<file path="config.mk">
export PLATFORM = sky130hd
export DESIGN_NAME = fpu_div_iter
export DESIGN_NICKNAME = d
export VERILOG_FILES = /design/src/rtl/fpu_pkg.sv /design/src/rtl/fpu_round_pack.sv /design/src/rtl/fpu_div_iter.sv
export SDC_FILE = /design/constraint.sdc
export NUM_CORES = 1
export LEC_CHECK = 0
export ABC_AREA = 1
export CAP_MARGIN = 20
export CORE_ASPECT_RATIO = 1.1
export CORE_MARGIN = 2
export CORE_UTILIZATION = 35
export DETAILED_ROUTE_END_ITERATION = 10
export GPL_TIMING_DRIVEN = 0
export PLACE_DENSITY = 0.63
export SETUP_SLACK_MARGIN = 0.3
export SYNTH_ARGS = -nofsm -noshare
export SYNTH_HDL_FRONTEND = slang
export SYNTH_SLANG_ARGS = --single-unit
export TNS_END_PERCENT = 50
</file>
<file path="constraint.sdc">
create_clock -name clk_i -period 5.65 [get_ports clk_i]
set_input_delay 1.695 -clock clk_i [delete_from_list [all_inputs] [get_ports clk_i]]
set_output_delay 1.695 -clock clk_i [all_outputs]
set_load 0.005 [all_outputs]
</file>
<file path="src/rtl/fpu_pkg.sv">
// -----------------------------------------------------------------------------
// fpu_pkg
// Shared definitions for the FPU iterative divide path: FSM state type,
// exponent bias, iteration count and the canonical special-value encodings.
// No ports.
// -----------------------------------------------------------------------------
package fpu_pkg;

    typedef enum logic [1:0] {
        IDLE   = 2'd0,
        DIVIDE = 2'd1,
        ROUND  = 2'd2,
        DONE   = 2'd3
    } div_state_t;

    localparam logic [9:0]  FP_BIAS  = 10'd127;
    localparam int unsigned DIV_ITER = 27;
    localparam logic [31:0] FP_QNAN  = 32'h7FC0_0000;
    localparam logic [31:0] FP_INF   = 32'h7F80_0000;

    // Counter load value: one quotient bit per cycle, counting down to zero.
    localparam logic [4:0]  DIV_CNT_LOAD = 5'(DIV_ITER - 1);

endpackage

</file>
<file path="src/rtl/fpu_round_pack.sv">
// -----------------------------------------------------------------------------
// fpu_round_pack
// Combinational normalise / round / pack stage for a 27-bit quotient-style
// significand (integer bit at quo[26]). Usable by any FPU path that produces
// a significand in [0.5, 2) with three extra low bits plus a sticky source.
//
// Ports
//   sign     in   1   result sign
//   exp      in  10   biased exponent, two's complement, before normalisation
//   quo      in  27   significand bits, quo[26] has weight 1
//   sticky   in   1   OR of all bits below quo[0]
//   result   out 32   packed {sign, exp[7:0], mantissa}
//   overflow out  1   final exponent outside 0..255
// -----------------------------------------------------------------------------
module fpu_round_pack
    import fpu_pkg::*;
(
    input  logic        sign,
    input  logic [9:0]  exp,
    input  logic [26:0] quo,
    input  logic        sticky,
    output logic [31:0] result,
    output logic        overflow
);

    logic [22:0] mant_s;
    logic [9:0]  exp_s;
    logic        guard_s;
    logic        round_s;
    logic        sticky_s;
    logic        round_up_s;

    // Normalise by one position when the integer bit is clear, then round and pack.
    always_comb begin
        mant_s     = 23'd0;
        exp_s      = exp;
        guard_s    = 1'b0;
        round_s    = 1'b0;
        sticky_s   = 1'b0;
        round_up_s = 1'b0;

        if (quo[26]) begin
            mant_s   = quo[25:3];
            guard_s  = quo[2];
            round_s  = quo[1];
            sticky_s = quo[0] | sticky;
            exp_s    = exp;
        end else begin
            mant_s   = quo[24:2];
            guard_s  = quo[1];
            round_s  = quo[0];
            sticky_s = sticky;
            exp_s    = exp - 10'd1;
        end

        // Shared FPU rounding rule: exact ties are not rounded up.
        round_up_s = guard_s & (round_s | sticky_s);

        if (round_up_s) begin
            if (&mant_s) begin
                // 1.111..1 + ulp = 10.0: renormalise into the exponent.
                mant_s = 23'd0;
                exp_s  = exp_s + 10'd1;
            end else begin
                mant_s = mant_s + 23'd1;
            end
        end else begin
            mant_s = mant_s;
        end

        result   = {sign, exp_s[7:0], mant_s};
        overflow = |exp_s[9:8];
    end

endmodule

</file>
<file path="src/rtl/fpu_div_iter.sv">
// -----------------------------------------------------------------------------
// fpu_div_iter
// Iterative single-precision divider (FDIV.S): operand1 / operand2 using a
// radix-2 restoring iteration (27 quotient bits), followed by normalise,
// round and pack in fpu_round_pack. Latency accept -> valid_o is 29 cycles.
//
// Optional feature macro: FPU_DIV_SPECIAL_EN
//   defined   - zero / inf / NaN operands are classified at accept and take a
//               fast path straight to ROUND; fpu_div_dz_o reports divide-by-zero.
//   undefined - every operand is treated as normalised; fpu_div_dz_o is 0.
//
// Ports
//   clk_i             in   1   clock
//   rst_i             in   1   synchronous active-high reset
//   flush_i           in   1   abort in-flight operation, clear outputs
//   valid_i           in   1   operands valid
//   ready_o           out  1   idle, able to accept
//   operand1_i        in  32   dividend
//   operand2_i        in  32   divisor
//   valid_o           out  1   result valid
//   ready_i           in   1   consumer accepts the result
//   fpu_div_result_o  out 32   packed quotient
//   fpu_div_overflow  out  1   final biased exponent outside 0..255
//   fpu_div_dz_o      out  1   divide-by-zero
// -----------------------------------------------------------------------------
module fpu_div_iter
    import fpu_pkg::*;
(
    input  logic        clk_i,
    input  logic        rst_i,
    input  logic        flush_i,
    input  logic        valid_i,
    output logic        ready_o,
    input  logic [31:0] operand1_i,
    input  logic [31:0] operand2_i,
    output logic        valid_o,
    input  logic        ready_i,
    output logic [31:0] fpu_div_result_o,
    output logic        fpu_div_overflow,
    output logic        fpu_div_dz_o
);

    div_state_t  state_r;
    div_state_t  state_next_s;

    logic        sign_r;
    logic [9:0]  exp_r;
    logic [24:0] rem_r;
    logic [24:0] div_r;
    logic [26:0] quo_r;
    logic [4:0]  cnt_r;

    logic        accept_s;
    logic        special_s;
    logic [24:0] rem_diff_s;
    logic [24:0] rem_step_s;
    logic        q_bit_s;

    logic [31:0] pack_res_s;
    logic        pack_ov_s;

    logic [31:0] result_r;
    logic        overflow_r;
    logic        dz_r;
    logic        valid_r;
    logic        ready_r;

`ifdef FPU_DIV_SPECIAL_EN
    logic        special_r;
    logic [31:0] special_res_r;
    logic        special_dz_r;
    logic [31:0] special_res_s;
    logic        special_dz_s;
    logic        sign_in_s;

    // Classify operands on the input side; zero means a zero exponent field.
    always_comb begin
        special_s     = 1'b0;
        special_res_s = 32'd0;
        special_dz_s  = 1'b0;
        sign_in_s     = operand1_i[31] ^ operand2_i[31];

        if ((operand1_i[30:23] == 8'hFF) || (operand2_i[30:23] == 8'hFF) ||
            ((operand1_i[30:23] == 8'h00) && (operand2_i[30:23] == 8'h00))) begin
            special_s     = 1'b1;
            special_res_s = FP_QNAN;
        end else if (operand2_i[30:23] == 8'h00) begin
            special_s     = 1'b1;
            special_res_s = FP_INF | {sign_in_s, 31'd0};
            special_dz_s  = 1'b1;
        end else if (operand1_i[30:23] == 8'h00) begin
            special_s     = 1'b1;
            special_res_s = {sign_in_s, 31'd0};
        end else begin
            special_s     = 1'b0;
        end
    end
`else
    assign special_s = 1'b0;
`endif

    // Flush outranks accept, so an accept is never taken in a flush cycle.
    assign accept_s = valid_i & ready_r & ~flush_i;

    // One restoring step: trial subtract, keep the difference when it fits.
    always_comb begin
        rem_diff_s = rem_r - div_r;
        if (rem_r >= div_r) begin
            q_bit_s    = 1'b1;
            rem_step_s = rem_diff_s << 1;
        end else begin
            q_bit_s    = 1'b0;
            rem_step_s = rem_r << 1;
        end
    end

    // Next-state logic of the divide sequencer.
    always_comb begin
        state_next_s = state_r;
        if (flush_i) begin
            state_next_s = IDLE;
        end else begin
            case (state_r)
                IDLE: begin
                    if (accept_s) begin
                        state_next_s = special_s ? ROUND : DIVIDE;
                    end else begin
                        state_next_s = IDLE;
                    end
                end
                DIVIDE: begin
                    if (cnt_r == 5'd0) begin
                        state_next_s = ROUND;
                    end else begin
                        state_next_s = DIVIDE;
                    end
                end
                ROUND: begin
                    state_next_s = DONE;
                end
                DONE: begin
                    if (valid_r && ready_i) begin
                        state_next_s = IDLE;
                    end else begin
                        state_next_s = DONE;
                    end
                end
                default: begin
                    state_next_s = IDLE;
                end
            endcase
        end
    end

    // State register.
    always_ff @(posedge clk_i) begin
        if (rst_i) begin
            state_r <= IDLE;
        end else begin
            state_r <= state_next_s;
        end
    end

    // Operand capture at accept and quotient iteration while dividing.
    always_ff @(posedge clk_i) begin
        if (rst_i) begin
            sign_r <= 1'b0;
            exp_r  <= 10'd0;
            rem_r  <= 25'd0;
            div_r  <= 25'd0;
            quo_r  <= 27'd0;
            cnt_r  <= 5'd0;
        end else if (accept_s) begin
            sign_r <= operand1_i[31] ^ operand2_i[31];
            exp_r  <= {2'b00, operand1_i[30:23]} - {2'b00, operand2_i[30:23]} + FP_BIAS;
            rem_r  <= {2'b01, operand1_i[22:0]};
            div_r  <= {2'b01, operand2_i[22:0]};
            quo_r  <= 27'd0;
            cnt_r  <= DIV_CNT_LOAD;
        end else if (state_r == DIVIDE) begin
            rem_r  <= rem_step_s;
            quo_r  <= {quo_r[25:0], q_bit_s};
            cnt_r  <= (cnt_r == 5'd0) ? 5'd0 : (cnt_r - 5'd1);
        end else begin
            cnt_r  <= cnt_r;
        end
    end

`ifdef FPU_DIV_SPECIAL_EN
    // Remember the special-case verdict for the ROUND cycle.
    always_ff @(posedge clk_i) begin
        if (rst_i) begin
            special_r     <= 1'b0;
            special_res_r <= 32'd0;
            special_dz_r  <= 1'b0;
        end else if (accept_s) begin
            special_r     <= special_s;
            special_res_r <= special_res_s;
            special_dz_r  <= special_dz_s;
        end else begin
            special_r     <= special_r;
        end
    end
`endif

    fpu_round_pack u_round_pack (
        .sign     (sign_r),
        .exp      (exp_r),
        .quo      (quo_r),
        .sticky   (|rem_r),
        .result   (pack_res_s),
        .overflow (pack_ov_s)
    );

    // Registered handshake outputs and result capture on ROUND -> DONE.
    always_ff @(posedge clk_i) begin
        if (rst_i || flush_i) begin
            result_r   <= 32'd0;
            overflow_r <= 1'b0;
            dz_r       <= 1'b0;
            valid_r    <= 1'b0;
            ready_r    <= 1'b1;
        end else begin
            valid_r <= (state_next_s == DONE);
            ready_r <= (state_next_s == IDLE);
            if (state_r == ROUND) begin
`ifdef FPU_DIV_SPECIAL_EN
                if (special_r) begin
                    result_r   <= special_res_r;
                    overflow_r <= 1'b0;
                    dz_r       <= special_dz_r;
                end else begin
                    result_r   <= pack_res_s;
                    overflow_r <= pack_ov_s;
                    dz_r       <= 1'b0;
                end
`else
                result_r   <= pack_res_s;
                overflow_r <= pack_ov_s;
                dz_r       <= 1'b0;
`endif
            end else begin
                result_r   <= result_r;
            end
        end
    end

    assign ready_o          = ready_r;
    assign valid_o          = valid_r;
    assign fpu_div_result_o = result_r;
    assign fpu_div_overflow = overflow_r;
    assign fpu_div_dz_o     = dz_r;

endmodule

</file>
# Yosys cells after proc, flatten, opt, wreduce, memory -nomap -nowiden
# Index checks and enable logic that the tools add are counted.
# Widths: inputs -> output; s select.
# classes
add_sub_neg	7
multipliers	0
n_div	0
magnitude_cmp	1
eq_ne	4
n_shift	0
n_mux	21
n_bitwise	7
reduce_logical	10
# op_table
op	count
$mux 23	3
$mux 24	2
$mux 10	3
$ge 25x24->1	1
$mux 25	1
$reduce_or 25->1	1
$sub 24x24->24	1
$add 23x1->23 const B	1
$reduce_and 23->1	1
$mux 5	3
$add 10x1->10 const B	1
$add 9x8->10 const B	1
$sub 10x1->10 const B	1
$sub 8x8->9	1
$pmux 2 s4	1
$eq 2x2->1 const B	3
$mux 2	3
$logic_not 5->1	1
$mux 1	5
$sub 5x1->5 const B	1
$logic_not 2->1	2
$reduce_or 2->1	2
$and 1x1->1	3
$eq 2x1->1 const B	1
other kinds (6)	7
# totals
reg_bits	129
latchBits	0
ram_bits	0
mem_bits_ro	0
inputBits	69
wordCells	63
n_memories	0

# Longest topological paths before layout
# Gate-level depths: netlist of run 1.
# depth
word_depth	7
ltp_mapped	16
mapped_depth_nobuf	16

# Cells and area by module
# Synthesis of run 1 repeated with hierarchy kept, for this count alone.
# unflattened
hier_cells	1548
hier_area_um2	9237.6
# by_module_without_submodules
module	instances	cells_each	area_each_um2
fpu_div_iter	1	1219	7614.8
fpu_round_pack	1	329	1622.8

# Worst setup path after synthesis of run 1
# OpenSTA, ideal clock, no wires.
# synth_path
path_type	input -> register
from	input operand1_i[23]
to	register exp_r[8]
setup_ns	0.117
t_arrival_ns	3.320
path_slack_ns	2.213
cell_stages	15
n_path_buf	0
cell_sequence	inv_1 -> ha_1 -> inv_1 -> fa_1 -> inv_1 -> ha_1 -> inv_1 -> nor2_1 -> nand3_1 -> nor2_1 -> nand2_1 -> nand3_1 -> nand2_1 -> nor2_1 -> nor2_1
# synth_between
elab_chain_cells	2
# synth_lines
element	line_no	source
from (decl)	fpu_div_iter.sv:34	input logic [31:0] operand1_i,
$sub 8x8->9	fpu_div_iter.sv:175	exp_r <= {2'b00, operand1_i[30:23]} - {2'b00, operand2_i[30:23]} + FP_BIAS;
$add 9x8->10	fpu_div_iter.sv:175	
to (signal assigned)	fpu_div_iter.sv:175	
to (decl)	fpu_div_iter.sv:47	logic [9:0] exp_r;
# Every way passes these cells.
# A chain may end at the register's enable or synchronous reset.

# Worst setup path in the final report of run 1
# Same ends and word-level chain as after synthesis.

==> reports/results.ini, run 1 <==
[die]
pin_count=105
die_h_um=173.6
core_mm2=0.02591
initial_core_util_pct=35.34
rows=62
die_w_um=158.2
die_area_mm2=0.02747

[synth]
syn_area_per_cell_um2=6.203
synth_top_cell_area_share_pct=28.20
synth_seq_cells=129
synth.distinct_cells=48
synth_ff_type=dfxtp_1
synthAdderAreaFrac_pct=5.493
synth_area_leader_cell=dfxtp_1
synth_top_family_by_area=simple AND/OR/NAND/NOR gates
synth-xor-area-share_pct=3.334
async_flop_share_pct=0
yosys_warnings=0
synth.area.mux_share_pct=0
synth_compound_area_share_pct=16.79
synth.area.top_cells=dfxtp_1, nand2_1, inv_1, a21oi_1, o21ai_0
postSynthCellCount=1476
synthSimpleGateAreaFrac_pct=33.88
synth-edff-count=0
yosysSeqAreaShare_pct=28.20
syn_area_mm2=0.009156
syn_nets=1584

[timing]
tightestPinTransition_ns=0.7024
fin_skew_ns=0.01533
rsz0062_at_grt=no
setup_viol=0
tns_ns=0
fmax_mhz=273.0
slew_violations=0
relSlewSlack_pct=52.68
period_minus_slack_ns=3.663
finalWorstSetupSlack_ns=1.987
hold_violations=0
fin_crit_sh_pct=64.83

[clocking]
ctsResizeCount=0
cts.htree.levels=4
clk_path_buf_depth=2
holdBufCountCts=0
numCtsBuffers=17
clk_pin_slew_worst_paths_ns=0.06
clk_latency_ns=0.44
post_cts_buffers=0
clock-sinks=129
root_buffer=clkbuf_16
cts_tree=done

[final_layout]
fin_nets=1705
num_antenna_cells=0
drive_above_1_share_pct=6.460
fillers=2858
post-route-util_pct=43.17
area.growth.synth_to_final_pct=22.15

[global_routing]
antenna_found_initial=0
grt_use_total_pct=20.06
grt_pass1_vias=9058
grt_max_degree=17
grt_pass1_wl_um=44130
overflow=0

[power]
p_int_mw=1.853
max-vdd-ir-drop_v=0.0001809
comb_power_share_pct=28.2
p_sw_uw=999.8
power.leakage_nw=4.893
power_mw=2.853
p_sw_share_pct=35.04
seq_power_share_pct=33.9
clkPwrFrac_pct=37.9
power.density_mw_per_mm2=255.1

[detailed_routing]
firstDrtPassIters=5
ant_nets=0
routedWlPerCell_um=13.88
vias_per_cell=4.878
drc_errors=0
drt_iter0_drc=497
postRouteWirelength_um=27220
num_vias=9570

[worst_hold_path]
min_from=fpu_div_result_o[12]$_SDFFE_PP0N_
hp-class=flip-flop to flip-flop

[critical_path]
crit_required_ns=5.97
startpoint_type=input port
cp-startpoint=operand1_i[23]
worstSetupEndpointType=flip-flop
cp.arrival_ns=3.99
cp_max_fo=3
rr_startpoint=rem_r[0]$_SDFFE_PP0P_
critical_path_class=input port to flip-flop

[placement]
numPortBuffers=102
gp_congestion=0.9394
preCtsSetupSlack_ns=1.531
hpwl_um=21960

[job]
maxCapViolCount=0

[run_status]
status=finished, final reports clean

cell usage in the layout (no fill, tap or decap), drive strengths merged, types with 2 or more instances in the layout:
cell	instances
o211ai	7
inv	234
nand2	410
clkinvlp	4
fa	2
nand3b	13
dfxtp	129
clkinv	4
clkbuf	54
o21a	4
a21oi	118
or2	2
nor2	135
a21boi	2
o21ai	140
nor3	12
xor2	15
nand4	41
o21bai	5
clkdlybuf4s50	102
nor4	2
nand3	91
xnor2	19
ha	37
buf	18
critical path: stages:
cell and delay, ns:
clkdlybuf4s50_1 0.45, inv_1 0.04, ha_1 0.18, inv_1 0.10, fa_1 0.44, inv_1 0.07
ha_1 0.13, inv_1 0.04, nor2_1 0.18, nand3_1 0.14, nor2_1 0.14, nand2_1 0.10
nand3_1 0.08, nand2_1 0.05, nor2_1 0.10, nor2_1 0.04
registers in the layout, summed over array words and instances (netlist names):
signal and cells:
sign_r 1, fpu_div_overflow 1, state_r 2, cnt_r 5, valid_o 1, rem_r 25, fpu_div_result_o 32, div_r 24
exp_r 10, ready_o 1, quo_r 27
layer usage:
metal / track usage [%] / wire length [um] / up-vias
met4: 6.682 / 629 / 0
met1: 24.30 / 11790 / 4337
li1: - / - / 4973
met3: 2.750 / 1024 / 38
met2: 36.09 / 13780 / 222
met5: 0 / 0 / -
cell type report:
type                    count  area (um^2)  share of cell area, %
well taps                 352        440.4                  3.938
plain buffers              54        262.8                  2.349
multi-input cells        1064         5451                  48.74
repair buffers            102         1021                  9.129
clock inverters            14        127.6                  1.141
inverters                 229        859.6                  7.685
clock buffers              18        439.2                  3.927
flip-flops and latches    129         2582                  23.09
cells in the mapped netlist (2+ instances only):
| cell type | n |
|---|---|
| nand2_1 | 406 |
| inv_1 | 219 |
| dfxtp_1 | 129 |
| a21oi_1 | 117 |
| nor2_1 | 117 |
| o21ai_0 | 116 |
| nand3_1 | 85 |
| nand4_1 | 41 |
| ha_1 | 37 |
| clkbuf_1 | 36 |
| xnor2_1 | 18 |
| xor2_1 | 15 |
| o21ai_2 | 13 |
| nand3b_1 | 12 |
| nor2_2 | 11 |
| o21ai_1 | 11 |
| inv_2 | 9 |
| nor3_1 | 9 |
| nor2_4 | 7 |
| o211ai_1 | 7 |
| buf_2 | 6 |
| buf_1 | 5 |
| buf_6 | 5 |
| nand3_2 | 5 |
| o21bai_1 | 5 |
| nand2_2 | 4 |
| o21a_1 | 4 |
| nor3_2 | 3 |
| a21boi_0 | 2 |
| fa_1 | 2 |
| nor4_1 | 2 |
| or2_2 | 2 |
power by group through the flow:
stage          logic [mW]  registers (mW)  clock network, mW
2_1_floorplan       0.567           0.981                  0
3_3_place_gp        0.787           0.987                  0
3_5_place_dp        0.794           0.988                  0
4_1_cts             0.798           0.968               1.10
5_1_grt             0.910           0.972               1.13
6_report            0.805           0.968               1.08
logic make-up after synthesis:
kind of cell | after synthesis
flops | 129
fa+ha+maj | 39
simple gates | 707
compound gates | 283
other cells | 1
xor+xnor | 34
buf+inv | 283
final timing paths:
path | to | slack, ns | cells after the start
hold / removal | fpu_div_result_o[12]$_SDFFE_PP0N_ | 0.46 | 2
setup reg to reg | rem_r[23]$_SDFFE_PP0P_ | 2.62 | 13
setup / recovery | exp_r[8]$_SDFFE_PP0P_ | 1.99 | 16
hold reg to reg | fpu_div_result_o[12]$_SDFFE_PP0N_ | 0.46 | 2
through the flow:
step           hold WS, ns  area, um^2  instances
6_report            0.4632       11180       1962
5_1_grt             0.4774       11180       1962
4_1_cts             0.4642       11180       1962
3_5_place_dp        0.4546       10620       1930
3_3_place_gp        0.4524       10620       1930
2_1_floorplan       0.4231        9156       1476
(Power assumes the default switching activity.)
==> run 2: changes to the inputs <==
==> constraint.sdc (replaced) <==
create_clock -name clk_i -period 3.6 [get_ports clk_i]
set_input_delay 1.08 -clock clk_i [delete_from_list [all_inputs] [get_ports clk_i]]
set_output_delay 1.08 -clock clk_i [all_outputs]
set_load 0.005 [all_outputs]
==> results of run 2 <==
The final DEF is identical to that of run 1. Status: finished, final reports clean.
Among the figures that moved: setup slack after placement 1.531 ns -> 0.09591 ns; setup slack after layout 1.987 ns -> 0.5518 ns; register-to-register setup slack 2.62 ns -> 0.57 ns; total power 2.853 mW -> 4.478 mW; worst IR drop on VDD 0.0001809 V -> 0.0002839 V
